### src/rtl/jump_execute_unit_pkg.sv
// Shared jump-control encodings and FSM state constants for the jump execute unit.
package jump_execute_unit_pkg;

   typedef logic [1:0] jump_ctrl_t;

   // Decoder produces these same encodings; 2'b11 is unused and treated as a no-op.
   localparam jump_ctrl_t JMP_NOP  = 2'b00;
   localparam jump_ctrl_t JMP_JAL  = 2'b01;
   localparam jump_ctrl_t JMP_JALR = 2'b10;

   // state   | meaning
   // IDLE    | waiting for a decoded jump op
   // HOLD    | result registered, waiting for downstream handshake
   // FLUSH   | redirect accepted, squashing younger instructions
   localparam logic [1:0] ST_IDLE  = 2'b00;
   localparam logic [1:0] ST_HOLD  = 2'b01;
   localparam logic [1:0] ST_FLUSH = 2'b10;

endpackage

### src/rtl/jump_execute_unit_jump_target_calc.sv
// Combinational JAL/JALR target, link value and alignment check.
module jump_target_calc
   import jump_execute_unit_pkg::*;
#(
   parameter int XLEN = 32
) (
   input  logic [1:0]      jump_control,
   input  logic [XLEN-1:0] pc,
   input  logic [XLEN-1:0] rs1_data,
   input  logic [20:0]     imm,
   output logic [XLEN-1:0] target,
   output logic [XLEN-1:0] link_data,
   output logic            misalign,
   output logic            is_jump
);

   logic [XLEN-1:0] jal_sum;
   logic [XLEN-1:0] jalr_sum;

   assign jal_sum   = pc + {{(XLEN-21){imm[20]}}, imm};
   assign jalr_sum  = rs1_data + {{(XLEN-12){imm[11]}}, imm[11:0]};
   assign link_data = pc + XLEN'(4);

   // Select target by op; JALR clears bit 0 before the alignment check.
   always_comb begin
      target   = '0;
      misalign = 1'b0;
      is_jump  = 1'b0;
      case (jump_control)
         JMP_JAL: begin
            target   = jal_sum;
            misalign = jal_sum[1];
            is_jump  = 1'b1;
         end
         JMP_JALR: begin
            target   = {jalr_sum[XLEN-1:1], 1'b0};
            misalign = jalr_sum[1];
            is_jump  = 1'b1;
         end
         default: begin
            target   = '0;
            misalign = 1'b0;
            is_jump  = 1'b0;
         end
      endcase
   end

endmodule

### src/rtl/jump_execute_unit.sv
// Jump execute unit: registers resolved jump results, handshakes them to fetch,
// and holds a flush window after each accepted redirect.
module jump_execute_unit
   import jump_execute_unit_pkg::*;
#(
   parameter int XLEN         = 32,
   parameter int FLUSH_CYCLES = 2,
   parameter int CNT_W        = 32
) (
   input  logic              clk,
   input  logic              rst,
   input  logic              in_valid,
   output logic              in_ready,
   input  logic [1:0]        jump_control,
   input  logic [4:0]        rd,
   input  logic [XLEN-1:0]   rs1_data,
   input  logic [20:0]       imm,
   input  logic [XLEN-1:0]   pc,
   output logic              res_valid,
   input  logic              res_ready,
   output logic [XLEN-1:0]   redirect_pc,
   output logic              redirect_en,
   output logic              wb_en,
   output logic [4:0]        wb_rd,
   output logic [XLEN-1:0]   link_data,
   output logic              misalign,
   output logic              flush,
   output logic [CNT_W-1:0]  jump_count
);

   localparam int FC_W = $clog2(FLUSH_CYCLES + 1);

   logic [1:0]       state_q, state_d;
   logic [FC_W-1:0]  fcnt_q, fcnt_d;
   logic             res_valid_q, res_valid_d;
   logic [XLEN-1:0]  redirect_pc_q, redirect_pc_d;
   logic             redirect_en_q, redirect_en_d;
   logic             wb_en_q, wb_en_d;
   logic [4:0]       wb_rd_q, wb_rd_d;
   logic [XLEN-1:0]  link_q, link_d;
   logic             misalign_q, misalign_d;
   logic [CNT_W-1:0] jcnt_q, jcnt_d;

   logic [XLEN-1:0]  calc_target;
   logic [XLEN-1:0]  calc_link;
   logic             calc_misalign;
   logic             calc_is_jump;
   logic             accept;
   logic             handshake;

   jump_target_calc #(.XLEN(XLEN)) u_calc (
      .jump_control (jump_control),
      .pc           (pc),
      .rs1_data     (rs1_data),
      .imm          (imm),
      .target       (calc_target),
      .link_data    (calc_link),
      .misalign     (calc_misalign),
      .is_jump      (calc_is_jump)
   );

   assign in_ready  = (state_q == ST_IDLE) && (!res_valid_q || res_ready);
   assign accept    = in_valid && in_ready;
   assign handshake = res_valid_q && res_ready;

   // Next-state and result capture; no-ops are consumed without producing a result.
   always_comb begin
      state_d       = state_q;
      fcnt_d        = fcnt_q;
      res_valid_d   = res_valid_q;
      redirect_pc_d = redirect_pc_q;
      redirect_en_d = redirect_en_q;
      wb_en_d       = wb_en_q;
      wb_rd_d       = wb_rd_q;
      link_d        = link_q;
      misalign_d    = misalign_q;
      jcnt_d        = jcnt_q;
      case (state_q)
         ST_IDLE: begin
            if (accept && calc_is_jump) begin
               res_valid_d   = 1'b1;
               redirect_pc_d = calc_target;
               link_d        = calc_link;
               wb_rd_d       = rd;
               misalign_d    = calc_misalign;
               redirect_en_d = !calc_misalign;
               wb_en_d       = (rd != 5'd0) && !calc_misalign;
               state_d       = ST_HOLD;
            end
         end
         ST_HOLD: begin
            if (handshake) begin
               res_valid_d   = 1'b0;
               redirect_en_d = 1'b0;
               wb_en_d       = 1'b0;
               misalign_d    = 1'b0;
               if (redirect_en_q) begin
                  jcnt_d  = jcnt_q + CNT_W'(1);
                  fcnt_d  = FC_W'(FLUSH_CYCLES);
                  state_d = ST_FLUSH;
               end else begin
                  state_d = ST_IDLE;
               end
            end
         end
         ST_FLUSH: begin
            if (fcnt_q <= FC_W'(1)) begin
               fcnt_d  = '0;
               state_d = ST_IDLE;
            end else begin
               fcnt_d = fcnt_q - FC_W'(1);
            end
         end
         default: begin
            state_d = ST_IDLE;
         end
      endcase
   end

   // State and result registers with synchronous reset.
   always_ff @(posedge clk) begin
      if (rst) begin
         state_q       <= ST_IDLE;
         fcnt_q        <= '0;
         res_valid_q   <= 1'b0;
         redirect_pc_q <= '0;
         redirect_en_q <= 1'b0;
         wb_en_q       <= 1'b0;
         wb_rd_q       <= '0;
         link_q        <= '0;
         misalign_q    <= 1'b0;
         jcnt_q        <= '0;
      end else begin
         state_q       <= state_d;
         fcnt_q        <= fcnt_d;
         res_valid_q   <= res_valid_d;
         redirect_pc_q <= redirect_pc_d;
         redirect_en_q <= redirect_en_d;
         wb_en_q       <= wb_en_d;
         wb_rd_q       <= wb_rd_d;
         link_q        <= link_d;
         misalign_q    <= misalign_d;
         jcnt_q        <= jcnt_d;
      end
   end

   assign res_valid   = res_valid_q;
   assign redirect_pc = redirect_pc_q;
   assign redirect_en = redirect_en_q;
   assign wb_en       = wb_en_q;
   assign wb_rd       = wb_rd_q;
   assign link_data   = link_q;
   assign misalign    = misalign_q;
   assign flush       = (state_q == ST_FLUSH);
   assign jump_count  = jcnt_q;

endmodule

### config.mk
export PLATFORM = sky130hd
export DESIGN_NAME = jump_execute_unit
export DESIGN_NICKNAME = d
export VERILOG_FILES = /design/src/rtl/jump_execute_unit_pkg.sv /design/src/rtl/jump_execute_unit_jump_target_calc.sv /design/src/rtl/jump_execute_unit.sv
export SDC_FILE = /design/constraint.sdc
export NUM_CORES = 1
export LEC_CHECK = 0
export CAP_MARGIN = 20
export CORE_ASPECT_RATIO = 1.2
export CORE_MARGIN = 1.5
export CORE_UTILIZATION = 45
export CTS_BUF_LIST = sky130_fd_sc_hd__clkbuf_8
export CTS_CLUSTER_SIZE = 30
export DETAILED_ROUTE_END_ITERATION = 12
export PLACE_DENSITY = 0.83
export SETUP_SLACK_MARGIN = 0.3
export SLEW_MARGIN = 5
export SYNTH_ARGS = -nofsm -noshare
export SYNTH_HDL_FRONTEND = slang
export SYNTH_SLANG_ARGS = --single-unit
### constraint.sdc
create_clock -name clk -period 3.45 [get_ports clk]
set_input_delay 0.5175 -clock clk [delete_from_list [all_inputs] [get_ports clk]]
set_output_delay 0.5175 -clock clk [all_outputs]
set_load 0.1 [all_outputs]
==> impl_metrics.json <==
{
  "dp_hpwl_um": 20700,
  "pin_count": 203,
  "synthToLayoutAreaGrowth_pct": 41.3,
  "clock_skew_ns": 0.0142,
  "grt_max_degree": 61,
  "synthFlopType": "dfxtp_1",
  "clk_latency_ns": 0.40,
  "ir_drop_mv": 0.258,
  "port_buffers": 202,
  "synth.area.mux_share_pct": 1.10,
  "finalSetupTns_ns": 0,
  "grt_usage_pct": 27.3,
  "critical_path_class": "input pin to flip-flop",
  "hold_slack_ns": 0.469,
  "yosysMostFrequentCell": "nor2_1",
  "critPathLaunchType": "input pin",
  "drive_gt1_share_pct": 13.3,
  "routed_wl_um": 26300,
  "p_total_uw": 4140,
  "cp_max_fo": 3,
  "pre_cts_ws_ns": -0.329,
  "yosys.area_share.adder_pct": 10.6,
  "cts_buffers": 9,
  "yosysUniqueCellTypes": 66,
  "dieArea_mm2": 0.0188,
  "synth_area_per_cell_um2": 7.80,
  "start_util_pct": 46.0,
  "maxSlewViolCount": 0,
  "fin_crit_sh_pct": 89.3,
  "rows": 53,
  "synth_xor_area_share_pct": 10.4,
  "gp_congestion": 0.929,
  "holdBufCountCts": 0,
  "first_global_vias": 8604,
  "fin_ws_ns": 0.368,
  "status": "complete, no violations",
  "leakagePower_uw": 0.00455,
  "netlist_top_cells_area": "dfxtp_1 27%, ha_1 10%, nor2_1 5.6%",
  "synth_top_area_share_pct": 27.0,
  "setup_viol": 0,
  "synth_compound_area_share_pct": 24.0,
  "crit_arrival_ns": 3.40,
  "worst_hold_path_type": "flip-flop to flip-flop",
  "fillers": 1506,
  "tightest_slew_ns": 1.03,
  "routedWlPerCell_um": 17.1,
  "power.density_mw_per_mm2": 363,
  "final_nets": 1477,
  "first_pass_iters": 5,
  "cts_tree": "done",
  "core_mm2": 0.0176,
  "critPathRequiredTime_ns": 3.76,
  "maxCapViolCount": 0,
  "layout_min_cycle_time_ns": 3.08,
  "grt_pass1_wl_um": 41900,
  "synth_area_mm2": 0.00808,
  "clockRootBuffer": "clkbuf_8",
  "ant_nets": 0,
  "yosys.area_share.simple_pct": 23.5,
  "antenna_found_initial": 0,
  "post-route-drc-count": 0,
  "clk_pin_slew_worst_paths_ns": 0.11,
  "die_x_um": 125,
  "cp-end-kind": "flip-flop",
  "avgViaCountPerCell": 5.83,
  "cts_sinks": 109,
  "n_antenna_cell": 0,
  "rsz0062_at_grt": "no",
  "async_flop_share_pct": 0,
  "synth_warnings": 0,
  "yosys.area.top_type": "dfxtp_1",
  "seq_area_frac_synth_pct": 27.0,
  "synth_top_family_by_area": "compound AO/OA/AOI/OAI gates",
  "drtIter0Drc": 749,
  "die_h_um": 150,
  "synth_cells": 1037,
  "slew_headroom_pct": 31.2,
  "synth_edf_count": 0,
  "synth_common_cells": "121 x nor2_1, 109 x dfxtp_1, 98 x nand2_1",
  "h-tree-depth": 3,
  "fmax_ghz": 0.324,
  "hold_viol": 0,
  "via_count": 8961,
  "clk_path_buf_depth": 2,
  "synthesis.nets": 1200,
  "overflow": 0,
  "ys_ff_latch": 109
}
[flip-flops by register name, summed over array words and instances (netlist names)]
register	cells
misalign	1
wb_en	1
fcnt_q	2
state_q	2
redirect_en	1
link_data	32
jump_count	32
res_valid	1
redirect_pc	32
wb_rd	5
[timing repair]
| item | CTS | global route |
|---|---|---|
| pin swaps | 8 | 14 |
| gates resized for setup | 7 | 30 |
| buffers inserted | 1 | 2 |
| setup endpoints to repair | 7 | 17 |
[where the power goes]
part | switching (uW) | leakage, uW | internal [uW]
clock network | 483 | 0.0000866 | 282
registers | 47.1 | 0.000889 | 1340
logic | 1270 | 0.00357 | 723
total | 1800 | 0.00455 | 2340
[critical path, cell delays in order]
cell and delay, ns:
clkdlybuf4s50_1 0.42, and2_1 0.17, fa_2 0.37, a21o_1 0.23, a311oi_2 0.29, o211a_1 0.30, nor3_4 0.08, or2_4 0.29
a31oi_2 0.22, mux2_4 0.32, a211oi_1 0.19
[cell usage in the layout (no fill, tap or decap), types with 10 or more instances in the layout]
cell | synthesis | routed
a211oi_1 | 38 | 34
a21o_1 | 25 | 25
a21oi_1 | 79 | 75
a221oi_1 | 19 | 16
and3_1 | 17 | 17
and4_1 | 10 | 10
buf_4 | 0 | 121
clkbuf_8 | 0 | 10
clkdlybuf4s50_1 | 0 | 194
dfxtp_1 | 109 | 109
ha_1 | 65 | 64
inv_1 | 17 | 18
nand2_1 | 98 | 98
nand3_1 | 40 | 40
nand4_1 | 23 | 23
nor2_1 | 121 | 121
nor3_1 | 36 | 35
o21ai_0 | 30 | 29
o21ai_1 | 13 | 13
o21bai_1 | 11 | 11
or3_1 | 14 | 14
xnor2_1 | 46 | 46
xor2_1 | 50 | 50
[per-stage QoR]
stage / cell area [um^2] / utilization [%] / cells
floorplan: 8100 / - / 1037
global route: 11400 / 65.0 / 1538
finish: 11400 / 65.0 / 1538
global placement: 11100 / 62.9 / 1520
CTS: 11300 / 64.2 / 1536
detailed placement: 11100 / 62.9 / 1520
[worst paths after layout]
| path | startpoint | cells after the start | slack [ns] | to |
|---|---|---|---|---|
| hold / removal | wb_rd[4] | 2 | 0.47 | wb_rd[4] |
| setup / recovery | rs1_data[0] | 11 | 0.37 | redirect_pc[26] |
| setup reg to reg | res_valid | 8 | 0.97 | jump_count[27] |
| hold reg to reg | wb_rd[4] | 2 | 0.47 | wb_rd[4] |
[logic make-up (layout without fill, tap and decap cells)]
kind of cell | Yosys count | after routing
adders and majority gates | 67 | 67
AOI/OAI and AO/OA | 285 | 285
and+or+nand+nor | 400 | 400
xor gates and xnor gates | 96 | 96
DFF | 109 | 109
muxes | 8 | 8
buffers and inverters | 72 | 353
[layer usage]
layer | global-route usage (%) | up-vias | share of wire [%]
met5 | 0 | - | 0
met2 | 47.6 | 354 | 48
met3 | 3.86 | 61 | 5.7
met4 | 10.8 | 0 | 3.4
li1 | - | 4365 | -
met1 | 33.9 | 4181 | 43
[layout make-up]
class	count	area [um^2]	share of cell area [%]
Clock buffer	10	138	1.20
Inverter	17	63.8	0.559
Timing Repair Buffer	321	2930	25.7
Sequential cell	109	2180	19.1
Multi-Input combinational cell	856	5800	50.7
Clock inverter	5	36.3	0.318
Tap cell	220	275	2.41
Power figures use the tool's default switching activity.
